### config.mk
export PLATFORM = sky130hd
export DESIGN_NAME = countdown_timer_bcd
export DESIGN_NICKNAME = d
export VERILOG_FILES = /design/src/rtl/countdown_timer_bcd.sv
export SDC_FILE = /design/constraint.sdc
export NUM_CORES = 1
export LEC_CHECK = 0
export CAP_MARGIN = 30
export CELL_PAD_IN_SITES_DETAIL_PLACEMENT = 1
export CELL_PAD_IN_SITES_GLOBAL_PLACEMENT = 2
export CORE_MARGIN = 1.5
export CORE_UTILIZATION = 34
export DETAILED_ROUTE_END_ITERATION = 7
export PLACE_DENSITY_LB_ADDON = 0.15
export RECOVER_POWER = 100
export REMOVE_ABC_BUFFERS = 1
export SLEW_MARGIN = 10
export SYNTH_ARGS = -nofsm -noshare
export SYNTH_HDL_FRONTEND = slang
export SYNTH_SLANG_ARGS = --single-unit
### constraint.sdc
create_clock -name input_clk -period 4.5 [get_ports input_clk]
set_input_delay 1.35 -clock input_clk [delete_from_list [all_inputs] [get_ports input_clk]]
set_output_delay 1.35 -clock input_clk [all_outputs]
set_load 0.01 [all_outputs]
### src/rtl/countdown_timer_bcd.sv
// countdown_timer_bcd
//   mm:ss match/session timer feeding a 4-digit 7-segment path with BCD digits
//   and a sign digit. It counts down from a preset at a prescaled tick rate.
//   After 00:00 it either counts up in overtime, showing a minus sign and
//   saturating at 99:59, or it halts.
// Ports
//   input_clk               clock
//   reset                   synchronous active-high reset, overrides all inputs
//   start                   IDLE -> COUNTDOWN
//   hold                    level pause of prescaler and digits while counting
//   stop                    freeze into HALTED while counting
//   load, load_min/load_sec BCD start value load (IDLE/HALTED only)
//   out_H_min..out_L_sec    BCD digits, zero-extended to 5 bits
//   out_sign                BLANK_CODE or MINUS_CODE
//   running                 counting and not held (registered)
//   expired                 sticky 00:00-reached flag, cleared by reset/load
//   expired_pulse           one cycle on the countdown expiry step
//   load_err                one cycle when a load value is rejected
module countdown_timer_bcd #(
  parameter int unsigned TICK_DIV    = 50_000_000,
  parameter int unsigned PRESET_MIN  = 20,
  parameter int unsigned PRESET_SEC  = 0,
  parameter bit          OVERTIME_EN = 1'b1,
  parameter logic [4:0]  BLANK_CODE  = 5'b11111,
  parameter logic [4:0]  MINUS_CODE  = 5'b10001
) (
  input  logic       input_clk,
  input  logic       reset,
  input  logic       start,
  input  logic       hold,
  input  logic       stop,
  input  logic       load,
  input  logic [7:0] load_min,
  input  logic [7:0] load_sec,
  output logic [4:0] out_H_min,
  output logic [4:0] out_L_min,
  output logic [4:0] out_H_sec,
  output logic [4:0] out_L_sec,
  output logic [4:0] out_sign,
  output logic       running,
  output logic       expired,
  output logic       expired_pulse,
  output logic       load_err
);

  localparam int unsigned PW        = (TICK_DIV > 1) ? $clog2(TICK_DIV) : 1;
  localparam logic [PW-1:0] PRE_MAX = PW'(TICK_DIV - 1);
  localparam logic [3:0] P_HM = 4'(PRESET_MIN / 10);
  localparam logic [3:0] P_LM = 4'(PRESET_MIN % 10);
  localparam logic [3:0] P_HS = 4'(PRESET_SEC / 10);
  localparam logic [3:0] P_LS = 4'(PRESET_SEC % 10);

  typedef enum logic [1:0] {S_IDLE, S_COUNTDOWN, S_OVERTIME, S_HALTED} state_e;

  state_e        state_q, state_d;
  logic [PW-1:0] presc_q, presc_d;
  logic [3:0]    hm_q, hm_d, lm_q, lm_d, hs_q, hs_d, ls_q, ls_d;
  logic [4:0]    sign_q, sign_d;
  logic          running_q, running_d;
  logic          expired_q, expired_d;
  logic          pulse_q, pulse_d;
  logic          err_q, err_d;
  logic          tick, load_ok, at_zero, at_max;

  assign load_ok = (load_min[7:4] <= 4'd9) && (load_min[3:0] <= 4'd9) &&
                   (load_sec[7:4] <= 4'd5) && (load_sec[3:0] <= 4'd9);
  assign at_zero = (hm_q == 4'd0) && (lm_q == 4'd0) && (hs_q == 4'd0) && (ls_q == 4'd0);
  assign at_max  = (hm_q == 4'd9) && (lm_q == 4'd9) && (hs_q == 4'd5) && (ls_q == 4'd9);

  always_comb begin
    state_d   = state_q;
    presc_d   = presc_q;
    hm_d      = hm_q;
    lm_d      = lm_q;
    hs_d      = hs_q;
    ls_d      = ls_q;
    sign_d    = sign_q;
    expired_d = expired_q;
    pulse_d   = 1'b0;
    err_d     = 1'b0;
    tick      = 1'b0;

    unique case (state_q)
      S_IDLE, S_HALTED: begin
        // load takes precedence over start; start only acts from IDLE
        if (load) begin
          if (load_ok) begin
            {hm_d, lm_d} = load_min;
            {hs_d, ls_d} = load_sec;
            state_d      = S_IDLE;
            sign_d       = BLANK_CODE;
            expired_d    = 1'b0;
            presc_d      = '0;
          end else begin
            err_d = 1'b1;
          end
        end else if (start && (state_q == S_IDLE)) begin
          state_d = S_COUNTDOWN;
          presc_d = '0;
        end
      end
      S_COUNTDOWN, S_OVERTIME: begin
        if (stop) begin
          state_d = S_HALTED;
        end else if (!hold) begin
          tick    = (presc_q == PRE_MAX);
          presc_d = tick ? '0 : presc_q + 1'b1;
          if (tick && (state_q == S_COUNTDOWN)) begin
            if (at_zero) begin
              expired_d = 1'b1;
              pulse_d   = 1'b1;
              sign_d    = MINUS_CODE;
              state_d   = OVERTIME_EN ? S_OVERTIME : S_HALTED;
            end else if (ls_q != 4'd0) begin
              ls_d = ls_q - 4'd1;
            end else begin
              ls_d = 4'd9;
              if (hs_q != 4'd0) begin
                hs_d = hs_q - 4'd1;
              end else begin
                hs_d = 4'd5;
                if (lm_q != 4'd0) begin
                  lm_d = lm_q - 4'd1;
                end else begin
                  lm_d = 4'd9;
                  hm_d = hm_q - 4'd1;
                end
              end
            end
          end else if (tick && !at_max) begin
            if (ls_q != 4'd9) begin
              ls_d = ls_q + 4'd1;
            end else begin
              ls_d = 4'd0;
              if (hs_q != 4'd5) begin
                hs_d = hs_q + 4'd1;
              end else begin
                hs_d = 4'd0;
                if (lm_q != 4'd9) begin
                  lm_d = lm_q + 4'd1;
                end else begin
                  lm_d = 4'd0;
                  hm_d = hm_q + 4'd1;
                end
              end
            end
          end
        end
      end
      default: ;
    endcase

    running_d = ((state_d == S_COUNTDOWN) || (state_d == S_OVERTIME)) && !hold;
  end

  always_ff @(posedge input_clk) begin
    if (reset) begin
      state_q   <= S_IDLE;
      presc_q   <= '0;
      hm_q      <= P_HM;
      lm_q      <= P_LM;
      hs_q      <= P_HS;
      ls_q      <= P_LS;
      sign_q    <= BLANK_CODE;
      running_q <= 1'b0;
      expired_q <= 1'b0;
      pulse_q   <= 1'b0;
      err_q     <= 1'b0;
    end else begin
      state_q   <= state_d;
      presc_q   <= presc_d;
      hm_q      <= hm_d;
      lm_q      <= lm_d;
      hs_q      <= hs_d;
      ls_q      <= ls_d;
      sign_q    <= sign_d;
      running_q <= running_d;
      expired_q <= expired_d;
      pulse_q   <= pulse_d;
      err_q     <= err_d;
    end
  end

  assign out_H_min     = {1'b0, hm_q};
  assign out_L_min     = {1'b0, lm_q};
  assign out_H_sec     = {1'b0, hs_q};
  assign out_L_sec     = {1'b0, ls_q};
  assign out_sign      = sign_q;
  assign running       = running_q;
  assign expired       = expired_q;
  assign expired_pulse = pulse_q;
  assign load_err      = err_q;

endmodule

After elaboration in Yosys (flattened, before gate mapping)
Cells that the tools add are included.
{ "word_totals": {"ff_bits": 53, "latch_bits": 0, "ram_bits": 0, "rom_bits": 0, "in_bits": 22, "word_cells": 172, "n_memories": 0} }
{ "op_classes": {"addsub": 9, "n_mul": 0, "div": 0, "order_cmp": 4, "n_eq_ne": 29, "shifts": 0, "mux": 81, "n_bitwise": 4, "n_reduce_logical": 34} }
{ "op_table": {"columns": ["cell", "n"], "rows": [
  ["$mux 4", 46],
  ["$mux 26", 6],
  ["$pmux 26 s2", 1],
  ["$pmux 4 s2", 4],
  ["$mux 5", 6],
  ["$ne 3x3->1 const B", 10],
  ["$add 26x1->26 const B", 1],
  ["$eq 26x26->1 const B", 1],
  ["$add 4x1->4 const B", 4],
  ["$logic_not 4->1", 4],
  ["$sub 4x1->4 const B", 4],
  ["$mux 2", 7],
  ["$logic_and 1x1->1", 13],
  ["$eq 4x4->1 const B", 3],
  ["$le 4x4->1 const B", 3],
  ["$ne 2x2->1 const B", 6],
  ["$reduce_and 12->1", 1],
  ["$reduce_and 6->1", 2],
  ["$reduce_bool 4->1", 3],
  ["$pmux 5 s2", 1],
  ["$reduce_and 10->1", 1],
  ["$mux 1", 8],
  ["$ne 4x4->1 const B", 2],
  ["$reduce_and 8->1", 1],
  ["other kinds (15)", 23]
]} }

Depth between registers and ports, before layout
{ "logic_depth": {"depth_word": 12, "ltp_mapped": 11, "mapped_depth_nobuf": 11} }

Worst setup path after synthesis
No wires, ideal clock.
{ "synth_path": {"kind": "input -> register", "from": "input load_min[1]", "to": "register presc_q[13]", "setup_time_ns": 0.071, "t_arrival_ns": 2.951, "path_slack_ns": 1.478, "path_stages": 7, "cell_sequence": "o21ai_0 > and4_1 > buf_2 > a211oi_1 > or4_1 > or3_1 > a21oi_1"} }
{ "synth_via": {"elab_chain_len": 6} }
{ "synth_lines": {"columns": ["element", "line", "rtl"], "rows": [
  ["from (decl)", "33", "input logic [7:0] load_min,"],
  ["$le 4x4->1", "65", "assign load_ok = (load_min[7:4] <= 4'd9) && (load_min[3:0] <= 4'd9) &&"],
  ["$logic_and 1x1->1 (2 in a row)", "65", null],
  ["$logic_and 1x1->1", "66", "(load_sec[7:4] <= 4'd5) && (load_sec[3:0] <= 4'd9);"],
  ["$ne 3x3->1 (no source line)", null, null],
  ["$reduce_and 4->1 (no source line)", null, null],
  ["to (signal assigned)", "171", "presc_q <= presc_d;"],
  ["to (decl)", "56", "logic [PW-1:0] presc_q, presc_d;"]
]} }
No other way between the ends.
A chain may end at the register's enable or synchronous reset.

Final worst setup path
{ "layout_path": {"from": "input load_sec[2]", "to": "register hs_q[0]"} }
{ "layout_via": {"elab_chain_len": 4} }
{ "layout_lines": {"columns": ["element", "line", "rtl"], "rows": [
  ["from (decl)", "34", "input logic [7:0] load_sec,"],
  ["$le 4x4->1", "66", null],
  ["$logic_and 1x1->1", "66", null],
  ["$ne 2x2->1 (no source line)", null, null],
  ["$reduce_and 8->1 (no source line)", null, null],
  ["to (signal assigned)", "174", "hs_q <= hs_d;"],
  ["to (decl)", "57", "logic [3:0] hm_q, hm_d, lm_q, lm_d, hs_q, hs_d, ls_q, ls_d;"]
]} }
No other way between the ends.

==> flow_metrics.tcl <==
set metrics [dict create \
    endpoint "hs_q[0]" \
    synthMuxAreaShare 0.01512 \
    p_sw_uw 649.7 \
    synth_top_family_by_area "simple AND/OR/NAND/NOR gates" \
    holdWs_ns 0.4720 \
    period_needed_ns 3.934 \
    insertion_delay_ns 0.32 \
    vias 3481 \
    hold_viol 0 \
    grt_usage 0.2209 \
    grt_pass1_wl_um 18310 \
    p_clk_frac 0.238 \
    cts_root_buffer "clkbuf_8" \
    synthAdderAreaFrac 0.01475 \
    power_frac_comb 0.434 \
    synth.most_common_cell "dfxtp_1" \
    rr_worst_depth 7 \
    yosys.area_share.simple 0.3105 \
    wl_um 11160 \
    dp_cells 594 \
    yosysWarnings 0 \
    synthTopCellsByArea "dfxtp_1 29%, nor2_1 5.0%, a21oi_1 4.3%, xnor2_1 3.9%, o21ai_0 3.5%" \
    diodes 0 \
    p_leak_nw 1.286 \
    die_area_mm2 0.01059 \
    layout-drive-gt1-share 0.05970 \
    p_int_uw 824.8 \
    pin_count 51 \
    critPathArrivalTime_ns 4.17 \
    viasPerCell 5.782 \
    r2r_end "hm_q[0]" \
    grt_pass1_vias 3525 \
    rsz0062_at_grt "no" \
    path_clk_slew_ns 0.11 \
    synth_flop_cell "dfxtp_1" \
    p_seq_frac 0.329 \
    worstSetupPathType "input port to flop" \
    port_buffers 44 \
    synth_common_cells "49 x dfxtp_1, 45 x nor2_1, 31 x nand2_1" \
    avgSynthCellArea_um2 7.730 \
    synth-xor-area-share 0.05937 \
    slew_headroom 0.4687 \
    cp-start-kind "input port" \
    syn_area_mm2 0.003393 \
    synthCells 439 \
    drv_cap 0 \
    max_freq_ghz 0.2542 \
    post-route-util 0.4100 \
    gp_congestion 0.8004 \
    maxSlewViolCount 0 \
    cts_tree "yes" \
    fin_skew_ns 0.01367 \
    p_sw_frac 0.4406 \
    cts_buffer_depth 2 \
    setup.worst_path.start "load_sec[2]" \
    nNetsFinal 494 \
    grt_start_max_net_pins 31 \
    ys_async_sr_fraction 0 \
    worst_setup_path_end_kind "flop" \
    reg2reg_from "presc_q[0]" \
    antenna_found_initial 0 \
    synth_top_area_cell "dfxtp_1" \
    yosys.cell_types.count 70 \
    dp_hpwl_um 7970 \
    finalSetupViolations 0 \
    initial_core_util 0.3488 \
    coreArea_mm2 0.009729 \
    drc_errors 0 \
    synth.ff_latch_count 49 \
    cts_setup_buffers 0 \
    yosys.area.top_type_share 0.2891 \
    critPathRequiredTime_ns 4.74 \
    row_count 36 \
    hold_buffers 0 \
    cts_inserted_buffers 5 \
    peakVddDrop_mv 0.2665 \
    die_h_um 102.9 \
    synth_edf_count 0 \
    drtAntennaViolNets 0 \
    nFillCells 1208 \
    period_share 0.8742 \
    layout.cells.non_filler 602 \
    grt_overflow 0 \
    first_iter_violations 84 \
    power-per-cell-area_mw_per_mm2 369.7 \
    drt_first_pass_iters 4 \
    die_w_um 102.9 \
    clkSinkCount 49 \
    holdPathStages 2 \
    synth_compound_area_frac 0.2334 \
    min_path_type "flop to flop" \
    cp_max_fo 8 \
    status "completed" \
    wire_per_inst_um 18.53 \
    finalPower_mw 1.475 \
    htree_levels 2 \
    area_growth_pct 17.55 \
    worst_pin_slew_ns 0.7748 \
    cts_resized 0 \
    setup_tns_ns 0 \
    ys_seq_area_frac 0.2891 \
    ff2ff_setup_slack_ns 1.09 \
]
==> sequential cells by signal, indices dropped and copies added (netlist names) <==
register       cells
presc_q           26
hm_q               4
hs_q               4
lm_q               4
ls_q               4
state_q            2
expired            1
expired_pulse      1
load_err           1
out_sign           1
running            1
==> metal layers <==
metal | GRT usage | share of wire
met2 | 0.3892 | 0.48
met4 | 0.04678 | 0.011
met3 | 0.02915 | 0.038
met5 | 0 | 0
met1 | 0.2884 | 0.47
==> cell families after synthesis <==
kind of cell,Yosys count
and+or+nand+nor,186
AOI/OAI and AO/OA,117
buffers and inverters,53
DFF,49
xor gates and xnor gates,23
muxes,5
adders and majority gates,4
other,2
==> cell usage in the layout, fill, tap and decap left out, drive strengths merged, types with 7 or more instances in the layout <==
cell and count:
inv 19, o21ai 25, nand4 14, nor4 15
xnor2 15, and4 9, clkbuf 9, nand3 18
a211oi 8, nor3 12, dlygate4sd3 24, o211ai 7
a21oi 30, xor2 8, clkdlybuf4s50 20, nor2 45
nand2 31, dfxtp 49
==> final cells by class <==
class | instances | area [um^2] | area share
Tap cell | 133 | 166.4 | 0.04172
Clock buffer | 5 | 68.82 | 0.01725
Sequential cell | 49 | 980.9 | 0.2459
Multi-Input combinational cell | 341 | 2161 | 0.5417
Timing Repair Buffer | 54 | 500.5 | 0.1255
Inverter | 17 | 63.81 | 0.01600
Clock inverter | 3 | 47.55 | 0.01192
==> how the worst min path moves through the flow <==
| stage | from | end |
|---|---|---|
| 2_1_floorplan | presc_q[22] | presc_q[22] |
| 3_3_place_gp | expired | expired |
| 3_5_place_dp | expired | expired |
| 4_1_cts | expired | expired |
| 5_1_grt | expired | expired |
| 6_report | expired | expired |
==> power groups by stage <==
stage | combinational, mW | clock, mW | sequential, mW
after global routing | 0.706 | 0.373 | 0.489
final | 0.639 | 0.351 | 0.485
after floorplan | 0.381 | 0 | 0.492
after global placement | 0.656 | 0 | 0.494
after CTS | 0.665 | 0.358 | 0.485
after detailed placement | 0.661 | 0 | 0.495
==> critical path, cell delays in order <==
cell,delay (ns)
dlygate4sd3_1,0.57
o21ai_0,0.30
and4_1,0.44
nand3_1,0.20
a21oi_1,0.62
clkbuf_1,0.32
a21oi_1,0.11
a311oi_1,0.24
==> per-stage QoR <==
| stage | setup WS [ns] | area [um^2] |
|---|---|---|
| after global routing | 0.4018 | 3989 |
| after global placement | 0.4975 | 3902 |
| after detailed placement | 0.5300 | 3902 |
| after CTS | 0.8360 | 4019 |
| final | 0.5662 | 3989 |
| after floorplan | 0.5472 | 3216 |
No activity file was read; power rests on OpenSTA's default activity.
==> edit, RTL diff (same settings) <==
`OVERTIME_EN`: 1'b1 -> 1'b0.
--- a/src/rtl/countdown_timer_bcd.sv
+++ b/src/rtl/countdown_timer_bcd.sv
@@ -21,5 +21,5 @@
   parameter int unsigned PRESET_MIN  = 20,
   parameter int unsigned PRESET_SEC  = 0,
-  parameter bit          OVERTIME_EN = 1'b1,
+  parameter bit          OVERTIME_EN = 1'b0,
   parameter logic [4:0]  BLANK_CODE  = 5'b11111,
   parameter logic [4:0]  MINUS_CODE  = 5'b10001
Function: same outputs for any inputs over 4 cycles, from zero or initial values and one cycle with reset high; that may be too few to reach the edited logic, so the function may still have changed.
==> edit against the original RTL <==
  * Sequential cell count unchanged
  * Clock power is 15% lower
  * Die area shrank 2.8%
  * Cell area down 2.3%
  * Total power fell by 19%
  * Via count shrank 7.5%
  * Sequential power grew 1%
  * Worst hold slack got worse by 10 ps
  * Setup slack improved by 92 ps
  * Wire length shrank 12%
  * Synthesized cell count fell by 3.0%
  * Critical path depth grew 1
  * Area after synthesis is 2.9% lower
  * Utilization is 0.79 points higher
  * Critical path type is now register to register
  * Largest cell class unchanged
==> edit: results (changes against the original RTL) <==
metric	value	unit	change
synth_common_cells	nor2_1 (56), dfxtp_1 (49), nand2_1 (37)		
r2r_slack	660	ps	-430 ps
vias	3221		-7.5%
r2r.worst_path.cells	9		+2
gp_congestion	0.806		+0.69%
r2r-start	state_q[0]		
synthTopCellsByArea	dfxtp_1 (30%), nor2_1 (6.4%), a21oi_1 (4.7%)		
met1Wirelength	4780	µm	-8.4%
ys_seq_area_frac	0.298		+0.00867
cp_max_fo	13		+5
p_leak	1.30	nW	+0.76%
dp_slack	499	ps	-31.1 ps
grt_start_max_net_pins	30		-3.2%
diodes	0		unchanged
dr_wl_met2	4790	µm	-11%
use_met3	0.0255		-0.00362
dp_hpwl	7320	µm	-8.2%
place_area	3830	µm²	-2.0%
cp.arrival	4040	ps	-130 ps
skew	5.38	ps	-8.29 ps
ctsResizeCount	0		unchanged
grt_use_total	0.199		-0.0217
drive_gt1_frac	0.0672		+0.00754
fin_nets	486		-1.6%
post-cts-setup-buffer-count	0		unchanged
dp.cells	582		-2.0%
grt_util_met2	0.351		-0.0386
avgRoutedWirePerCell	16.7	µm	-9.9%
ir_worst_vdd	0.000146	V	-45%
grt_use_met1	0.263		-0.0257
drtIter0Drc	39		-54%
wl	9850	µm	-12%
tightestPinTransition	1190	ps	+410 ps
status	finished clean		
grt_pass1_wl	16300	µm	-11%
async_flop_share	0		unchanged
critPathCapture	hm_q[3]		
met3_length	213	µm	-50%
critPathKind	register to register		
-- edit: changes by cell type in the layout (fill, tap and decap cells not counted), sizes merged, moves of 6 or more --
cell,change
nor4,-12
nor2,+11
o21ai,-8
nand2,+7
inv,-6
-- edit: where the power goes --
part	internal, W	total [W]	switching (W)
clock	0.000117	0.000299	0.000183
sequential	0.000454	0.000490	0.0000360
combinational	0.000155	0.000408	0.000253
total	0.000727	0.00120	0.000471
-- edit: cells by family (layout without fill, tap and decap cells) --
family | count (synthesis) | in the layout | share of synthesized area
other | 2 | 6 | 0.00228
DFF | 49 | 49 | 0.298
adders and majority gates | 4 | 4 | 0.0152
muxes | 8 | 8 | 0.0254
xor gates and xnor gates | 26 | 26 | 0.0691
and+or+nand+nor | 196 | 196 | 0.327
buffers and inverters | 42 | 73 | 0.0611
AOI/OAI and AO/OA | 99 | 99 | 0.202
-- edit: worst max-delay path: stages (launching register included) --
cell and delay (ps):
dfxtp_1 420, inv_1 70, ha_1 550, or4b_1 510
or4_1 530, nor4_1 970, a211oi_4 130, nand2_4 220
mux2i_1 230, a31oi_1 90
-- edit: worst min path at each step --
stage | from | endpoint | slack [ps] | depth (start not counted)
final | expired | expired | 460 | 2
after global routing | expired | expired | 510 | 2
after CTS | expired | expired | 470 | 2
after detailed placement | expired | expired | 450 | 2
after global placement | expired | expired | 450 | 2
after floorplan | presc_q[25] | presc_q[25] | 460 | 2
-- edit: area by class of cell --
type | count | area [µm²]
Clock inverter | 3 | 28.8
Timing Repair Buffer | 54 | 508
Multi-Input combinational cell | 339 | 2110
Fill cell | 1159 | 5430
Clock buffer | 5 | 68.8
Inverter | 11 | 41.3
Tap cell | 129 | 161
Sequential cell | 49 | 981
